--- src/rtl/lpa_left_feeder_if.sv ---
// Stream bundle between the operand-0 source, the left feeder and the
// array's per-lane left inputs.
interface lpa_left_feeder_if #(
   parameter int PE_NUMBER_J    = 4,
   parameter int DATA_WIDTH_OP0 = 16
);
   logic [DATA_WIDTH_OP0-1:0]             s_axis_tdata;
   logic                                  s_axis_tvalid;
   logic                                  s_axis_tready;
   logic                                  s_axis_tlast;
   logic [PE_NUMBER_J*DATA_WIDTH_OP0-1:0] m_axis_left_tdata;
   logic [PE_NUMBER_J-1:0]                m_axis_left_tvalid;
   logic [PE_NUMBER_J-1:0]                m_axis_left_tready;
   logic [PE_NUMBER_J-1:0]                m_axis_left_tlast;

   modport slave (
      input  s_axis_tdata, s_axis_tvalid, s_axis_tlast, m_axis_left_tready,
      output s_axis_tready, m_axis_left_tdata, m_axis_left_tvalid, m_axis_left_tlast
   );

   modport master (
      output s_axis_tdata, s_axis_tvalid, s_axis_tlast, m_axis_left_tready,
      input  s_axis_tready, m_axis_left_tdata, m_axis_left_tvalid, m_axis_left_tlast
   );
endinterface

--- src/rtl/lpa_left_feeder.sv ---
// Left (operand-0) feeder: stages one row, then writes it into all lane FIFOs at once.
// Define LPA_FEEDER_ZERO_PAD_EN to zero-pad and forward partial rows instead of dropping them.
module lpa_left_feeder #(
   parameter int PE_NUMBER_J    = 4,
   parameter int DATA_WIDTH_OP0 = 16,
   parameter int FIFO_DEPTH     = 4
) (
   input  logic              clk,
   input  logic              rst,
   lpa_left_feeder_if.slave  bus,
   output logic              err_partial_row
);
   localparam int PW = (PE_NUMBER_J > 1) ? $clog2(PE_NUMBER_J) : 1;
   localparam int AW = $clog2(FIFO_DEPTH);
   localparam int CW = AW + 1;
   localparam int DW = DATA_WIDTH_OP0;

   typedef enum logic {FILL, PUSH} state_t;

   state_t                 r_state;
   state_t                 w_nextState;
   logic                   w_sReady;
   logic                   w_accept;
   logic                   w_rowEnd;
   logic                   w_partial;
   logic                   w_push;
   logic                   w_lastLane;
   logic [PW-1:0]          r_lanePtr;
   logic [DW-1:0]          r_stage [PE_NUMBER_J];
   logic                   r_rowLast;
   logic                   r_err;

   logic [DW-1:0]          r_mem     [PE_NUMBER_J][FIFO_DEPTH];
   logic [FIFO_DEPTH-1:0]  r_memLast [PE_NUMBER_J];
   logic [AW-1:0]          r_wPtr    [PE_NUMBER_J];
   logic [AW-1:0]          r_rPtr    [PE_NUMBER_J];
   logic [CW-1:0]          r_count   [PE_NUMBER_J];
   logic [PE_NUMBER_J-1:0] w_pop;
   logic [PE_NUMBER_J-1:0] w_space;

   assign w_lastLane         = (r_lanePtr == PW'(PE_NUMBER_J - 1));
   assign bus.s_axis_tready  = w_sReady & rst;
   assign err_partial_row    = r_err;

   always_comb begin
      for (int j = 0; j < PE_NUMBER_J; j++) begin
         w_pop[j]   = bus.m_axis_left_tvalid[j] & bus.m_axis_left_tready[j];
         w_space[j] = (r_count[j] < CW'(FIFO_DEPTH)) | w_pop[j];
      end
   end

   always_ff @(posedge clk or negedge rst) begin
      if (!rst) r_state <= FILL;
      else      r_state <= w_nextState;
   end

   always_comb begin
      w_nextState = r_state;
      w_sReady    = 1'b0;
      w_accept    = 1'b0;
      w_rowEnd    = 1'b0;
      w_partial   = 1'b0;
      w_push      = 1'b0;
      case (r_state)
         FILL: begin
            w_sReady = 1'b1;
            w_accept = bus.s_axis_tvalid;
            if (w_accept) begin
               w_rowEnd  = w_lastLane | bus.s_axis_tlast;
               w_partial = bus.s_axis_tlast & ~w_lastLane;
`ifdef LPA_FEEDER_ZERO_PAD_EN
               if (w_rowEnd) w_nextState = PUSH;
`else
               // A truncated row is discarded here and never reaches the lanes.
               if (w_rowEnd && !w_partial) w_nextState = PUSH;
`endif
            end
         end
         PUSH: begin
            if (&w_space) begin
               w_push      = 1'b1;
               w_nextState = FILL;
            end
         end
         default: w_nextState = FILL;
      endcase
   end

   always_ff @(posedge clk or negedge rst) begin
      if (!rst) begin
         r_lanePtr <= '0;
         r_rowLast <= 1'b0;
         r_err     <= 1'b0;
         for (int j = 0; j < PE_NUMBER_J; j++) r_stage[j] <= '0;
      end else if (w_accept) begin
         r_stage[r_lanePtr] <= bus.s_axis_tdata;
         if (w_rowEnd) begin
            r_lanePtr <= '0;
            r_rowLast <= bus.s_axis_tlast;
         end else begin
            r_lanePtr <= r_lanePtr + 1'b1;
         end
         if (w_partial) begin
            r_err <= 1'b1;
`ifdef LPA_FEEDER_ZERO_PAD_EN
            for (int j = 0; j < PE_NUMBER_J; j++)
               if (j > int'(r_lanePtr)) r_stage[j] <= '0;
`endif
         end
      end
   end

   // Storage is not reset; emptying the pointers is enough to discard it.
   always_ff @(posedge clk) begin
      if (w_push) begin
         for (int j = 0; j < PE_NUMBER_J; j++) begin
            r_mem[j][r_wPtr[j]]     <= r_stage[j];
            r_memLast[j][r_wPtr[j]] <= r_rowLast;
         end
      end
   end

   always_ff @(posedge clk or negedge rst) begin
      if (!rst) begin
         for (int j = 0; j < PE_NUMBER_J; j++) begin
            r_wPtr[j]  <= '0;
            r_rPtr[j]  <= '0;
            r_count[j] <= '0;
         end
      end else begin
         for (int j = 0; j < PE_NUMBER_J; j++) begin
            if (w_push)   r_wPtr[j] <= r_wPtr[j] + 1'b1;
            if (w_pop[j]) r_rPtr[j] <= r_rPtr[j] + 1'b1;
            case ({w_push, w_pop[j]})
               2'b10:   r_count[j] <= r_count[j] + 1'b1;
               2'b01:   r_count[j] <= r_count[j] - 1'b1;
               default: r_count[j] <= r_count[j];
            endcase
         end
      end
   end

   always_comb begin
      for (int j = 0; j < PE_NUMBER_J; j++) begin
         bus.m_axis_left_tdata[j*DW +: DW] = r_mem[j][r_rPtr[j]];
         bus.m_axis_left_tvalid[j]         = (r_count[j] != '0);
         bus.m_axis_left_tlast[j]          = r_memLast[j][r_rPtr[j]];
      end
   end
endmodule

--- src/flat_wrapper.sv ---
// flat-port wrapper written by rule: the top's interface ports become plain ports
module lpa_left_feeder_flat 
#(
   parameter int PE_NUMBER_J    = 4,
   parameter int DATA_WIDTH_OP0 = 16,
   parameter int FIFO_DEPTH     = 4
)
  (clk, rst, err_partial_row, bus_s_axis_tdata, bus_s_axis_tvalid, bus_s_axis_tlast, bus_m_axis_left_tready, bus_s_axis_tready, bus_m_axis_left_tdata, bus_m_axis_left_tvalid, bus_m_axis_left_tlast);
  lpa_left_feeder_if #(.PE_NUMBER_J(PE_NUMBER_J), .DATA_WIDTH_OP0(DATA_WIDTH_OP0)) bus_i ();
  input  logic clk;
  input  logic rst;
  output logic err_partial_row;
  input wire logic [$bits(bus_i.s_axis_tdata)-1:0] bus_s_axis_tdata;
  input wire logic [$bits(bus_i.s_axis_tvalid)-1:0] bus_s_axis_tvalid;
  input wire logic [$bits(bus_i.s_axis_tlast)-1:0] bus_s_axis_tlast;
  input wire logic [$bits(bus_i.m_axis_left_tready)-1:0] bus_m_axis_left_tready;
  output wire logic [$bits(bus_i.s_axis_tready)-1:0] bus_s_axis_tready;
  output wire logic [$bits(bus_i.m_axis_left_tdata)-1:0] bus_m_axis_left_tdata;
  output wire logic [$bits(bus_i.m_axis_left_tvalid)-1:0] bus_m_axis_left_tvalid;
  output wire logic [$bits(bus_i.m_axis_left_tlast)-1:0] bus_m_axis_left_tlast;
  assign bus_i.s_axis_tdata = bus_s_axis_tdata;
  assign bus_i.s_axis_tvalid = bus_s_axis_tvalid;
  assign bus_i.s_axis_tlast = bus_s_axis_tlast;
  assign bus_i.m_axis_left_tready = bus_m_axis_left_tready;
  assign bus_s_axis_tready = bus_i.s_axis_tready;
  assign bus_m_axis_left_tdata = bus_i.m_axis_left_tdata;
  assign bus_m_axis_left_tvalid = bus_i.m_axis_left_tvalid;
  assign bus_m_axis_left_tlast = bus_i.m_axis_left_tlast;
  lpa_left_feeder #(.PE_NUMBER_J(PE_NUMBER_J), .DATA_WIDTH_OP0(DATA_WIDTH_OP0), .FIFO_DEPTH(FIFO_DEPTH)) u_core (.clk(clk), .rst(rst), .bus(bus_i), .err_partial_row(err_partial_row));
endmodule
--- config.mk ---
export PLATFORM = sky130hd
export DESIGN_NAME = lpa_left_feeder_flat
export DESIGN_NICKNAME = d
export VERILOG_FILES = /design/src/rtl/lpa_left_feeder_if.sv /design/src/rtl/lpa_left_feeder.sv /design/src/flat_wrapper.sv
export SDC_FILE = /design/constraint.sdc
export NUM_CORES = 1
export LEC_CHECK = 0
export BUFFER_PORTS_ARGS = -buffer_cell sky130_fd_sc_hd__buf_4
export CAP_MARGIN = 20
export CORE_MARGIN = 2
export CORE_UTILIZATION = 35
export DETAILED_ROUTE_END_ITERATION = 10
export SLEW_MARGIN = 5
export SYNTH_ARGS = -nofsm -noshare
export SYNTH_HDL_FRONTEND = slang
export SYNTH_SLANG_ARGS = --single-unit
--- constraint.sdc ---
create_clock -name clk -period 5.4 [get_ports clk]
set_input_delay 0.54 -clock clk [delete_from_list [all_inputs] [get_ports clk]]
set_output_delay 0.54 -clock clk [all_outputs]
set_load 0.02 [all_outputs]
==> results.sh <==
export IMPL_outcome="finished clean"
export IMPL_worstReg2RegStart="u_core.r_count[8]$_DFFE_PN0P_"
export IMPL_cts_max_level=2
export IMPL_yosysSeqAreaShare=0.752
export IMPL_synthCells=668
export IMPL_cts_buffer_depth=3
export IMPL_cts_hold_buf=0
export IMPL_grt_pass1_wl_um=42300
export IMPL_crit_chain="nor2b_4 -> a2111oi_4 -> and2_1 -> inv_1 -> ha_1 -> inv_1 -> fa_1 -> xor2_1 -> nor2_1 -> xor2_1"
export IMPL_antennaDiodeCount=0
export IMPL_hp_class="input port to asynchronous set/reset pin"
export IMPL_cp_arrival_ps=3670
export IMPL_p_int_uw=6560
export IMPL_rr_worst_depth=10
export IMPL_path_clk_slew_ps=60
export IMPL_clock_latency_ps=530
export IMPL_r2r_end="u_core.r_count[2]$_DFFE_PN0P_"
export IMPL_pwr_share_comb=0.265
export IMPL_antenna_found_initial=3
export IMPL_synth_warnings=0
export IMPL_hold_slack_ps=164
export IMPL_p_sw_uw=2840
export IMPL_netlist_area_leader_share=0.580
export IMPL_netlist_area_um2=14100
export IMPL_final_antenna_net_count=0
export IMPL_postLayoutCoreUtil=0.418
export IMPL_gp_congestion=0.707
export IMPL_first_pass_iters=4
export IMPL_worst_path_largest_cell_delay_ps=870
export IMPL_path_depth=10
export IMPL_start_kind="flip-flop"
export IMPL_die_h_um=205
export IMPL_fin_tns_setup_ps=0
export IMPL_power_leakage_uw=0.00605
export IMPL_worstPathRequired_ps=5810
export IMPL_timing_final_ws_setup_ps=2140
export IMPL_drt_vias_per_instance=4.70
export IMPL_crit_family="compound AO/OA/AOI/OAI gates"
export IMPL_drcViolationCount=0
export IMPL_hold_viol=0
export IMPL_core_um2=39700
export IMPL_path_class="flip-flop to flip-flop"
export IMPL_slew_violations=0
export IMPL_rsz0062_at_grt="false"
export IMPL_drv_cap=0
export IMPL_grt_total_usage=0.140
export IMPL_cts_sinks=369
export IMPL_cts_resized=0
export IMPL_critPathLaunch="u_core.r_count[8]$_DFFE_PN0P_"
export IMPL_start_util=0.355
export IMPL_finalWorstPathRequiredPeriod_ps=3260
export IMPL_drive_gt1_frac=0.375
export IMPL_syn_num_nets=721
export IMPL_cp_buffers_inverters=2
export IMPL_syn_avg_cell_area_um2=21.1
export IMPL_wl_per_cell_um=21.4
export IMPL_drt_iter0_drc=313
export IMPL_yosys_cell_types_count=27
export IMPL_nNetsFinal=840
export IMPL_swShare=0.302
export IMPL_grt_max_degree=58
export IMPL_die_w_um=205
export IMPL_cts_root_buffer="clkbuf_16"
export IMPL_ys_ff_latch=369
export IMPL_pwr_share_seq=0.464
export IMPL_area_delta_synth_final_pct=18.0
export IMPL_port_buffers=97
export IMPL_overflow=0
export IMPL_end_kind="flip-flop"
export IMPL_synth_top_cell_by_area="edfxtp_1"
export IMPL_dp_slack_ps=2000
export IMPL_cts_tree="yes"
export IMPL_post_cts_buffers=0
export IMPL_cp_endpoint="u_core.r_count[2]$_DFFE_PN0P_"
export IMPL_crit_fanout=18
export IMPL_pwr_share_clk=0.271
export IMPL_rows=73
export IMPL_finClkSkew_ps=14.5
export IMPL_final_cell_mix="edfxtp_1 (272), buf_4 (103), dfrtp_1 (97)"
export IMPL_ir_worst_vdd_uv=333
export IMPL_grt_pass1_vias=6503
export IMPL_synth_top_cells_by_area="edfxtp_1 (58%), dfrtp_1 (17%), mux4_2 (11%)"
export IMPL_dp_hpwl_um=17600
export IMPL_cts_buffers_inserted=39
export IMPL_rrSetupSlack_ps=2140
export IMPL_tightest_slew_ps=977
export IMPL_final_common_cell="edfxtp_1"
export IMPL_routed_wl_um=28800
export IMPL_fillers=3480
export IMPL_dieArea_um2=41900
export IMPL_vias=6308
export IMPL_fmax_mhz=307
export IMPL_slowest_stage="a2111oi_4"
export IMPL_period_share=0.603
export IMPL_setup_viol=0
export IMPL_slew_headroom=0.348
export IMPL_power_density_nw_per_um2=565
export IMPL_io_pins=98
area by class of cell:
cell class,instances,area [um^2],area share
Multi-Input combinational cell,249,3280,0.197
Sequential cell,369,10600,0.637
Clock inverter,16,114,0.00685
Tap cell,525,657,0.0395
Clock buffer,56,1110,0.0668
Inverter,25,93.8,0.00564
Timing Repair Buffer,103,773,0.0465
state kept, by name (all words and copies together) (netlist names):
name                    count
u_core.r_lanePtr            2
u_core.r_stage             64
u_core.r_wPtr               8
u_core.r_count             12
u_core.r_rPtr               8
u_core.r_mem              256
u_core.r_state              1
u_core.r_memLast           16
u_core.err_partial_row      1
u_core.r_rowLast            1
metrics by stage:
| step | power, uW | cell area, um^2 | instances |
|---|---|---|---|
| after floorplan | 5990 | 14100 | 668 |
| after global placement | 6920 | 15400 | 1271 |
| after detailed placement | 6980 | 15400 | 1271 |
| after CTS | 9530 | 16600 | 1343 |
| after global routing | 9870 | 16600 | 1343 |
| final | 9390 | 16600 | 1343 |
worst min-delay path by stage:
stage,from,endpoint,slack [ps],cells past startpoint
2_1_floorplan,rst,u_core.err_partial_row$_DFFE_PN0P_,240,0
3_3_place_gp,u_core.r_count[2]$_DFFE_PN0P_,u_core.r_count[2]$_DFFE_PN0P_,470,1
3_5_place_dp,u_core.r_count[2]$_DFFE_PN0P_,u_core.r_count[2]$_DFFE_PN0P_,470,1
4_1_cts,rst,u_core.r_count[8]$_DFFE_PN0P_,200,2
5_1_grt,rst,u_core.r_stage[46]$_DFFE_PN0P_,200,2
6_report,rst,u_core.r_stage[46]$_DFFE_PN0P_,160,2
Yosys cell counts, drive strengths merged:
cell,number
and2,5
mux2i,2
edfxtp,272
or3,4
a2111oi,1
o21bai,1
clkbuf,7
and3,16
ha,25
inv,25
nand2,14
fa,4
mux2,68
nand3,2
nor2,5
mux4,68
dfrtp,97
nor2b,5
o21ai,5
xor2,12
buf,18
xnor2,12
per-layer routing:
layer  vias to the layer above  track usage  share of wire
met2                       141        0.228           0.49
met5                         -            0              0
li1                       2850            -              -
met4                         0       0.0430          0.024
met1                      3269        0.191           0.42
met3                        48       0.0272          0.060
cells by family (layout without fill, tap and decap cells):
kind of cell               count (synthesis)  in the layout  share of synthesized area
adders and majority gates                 29             29                     0.0279
buffers and inverters                     50            200                     0.0154
DFF                                      369            369                      0.752
AOI/OAI and AO/OA                          7              7                    0.00426
muxes                                    138            138                      0.165
xor gates and xnor gates                  24             24                     0.0149
and+or+nand+nor                           51             51                     0.0203
power by group through the flow:
stage	clock [uW]	combinational [uW]	sequential, uW
after detailed placement	0	2550	4420
after floorplan	0	1880	4120
after global placement	0	2530	4390
final	2540	2490	4360
after global routing	2710	2700	4460
after CTS	2600	2560	4370
Note: power is estimated with default switching activity, not from simulation.
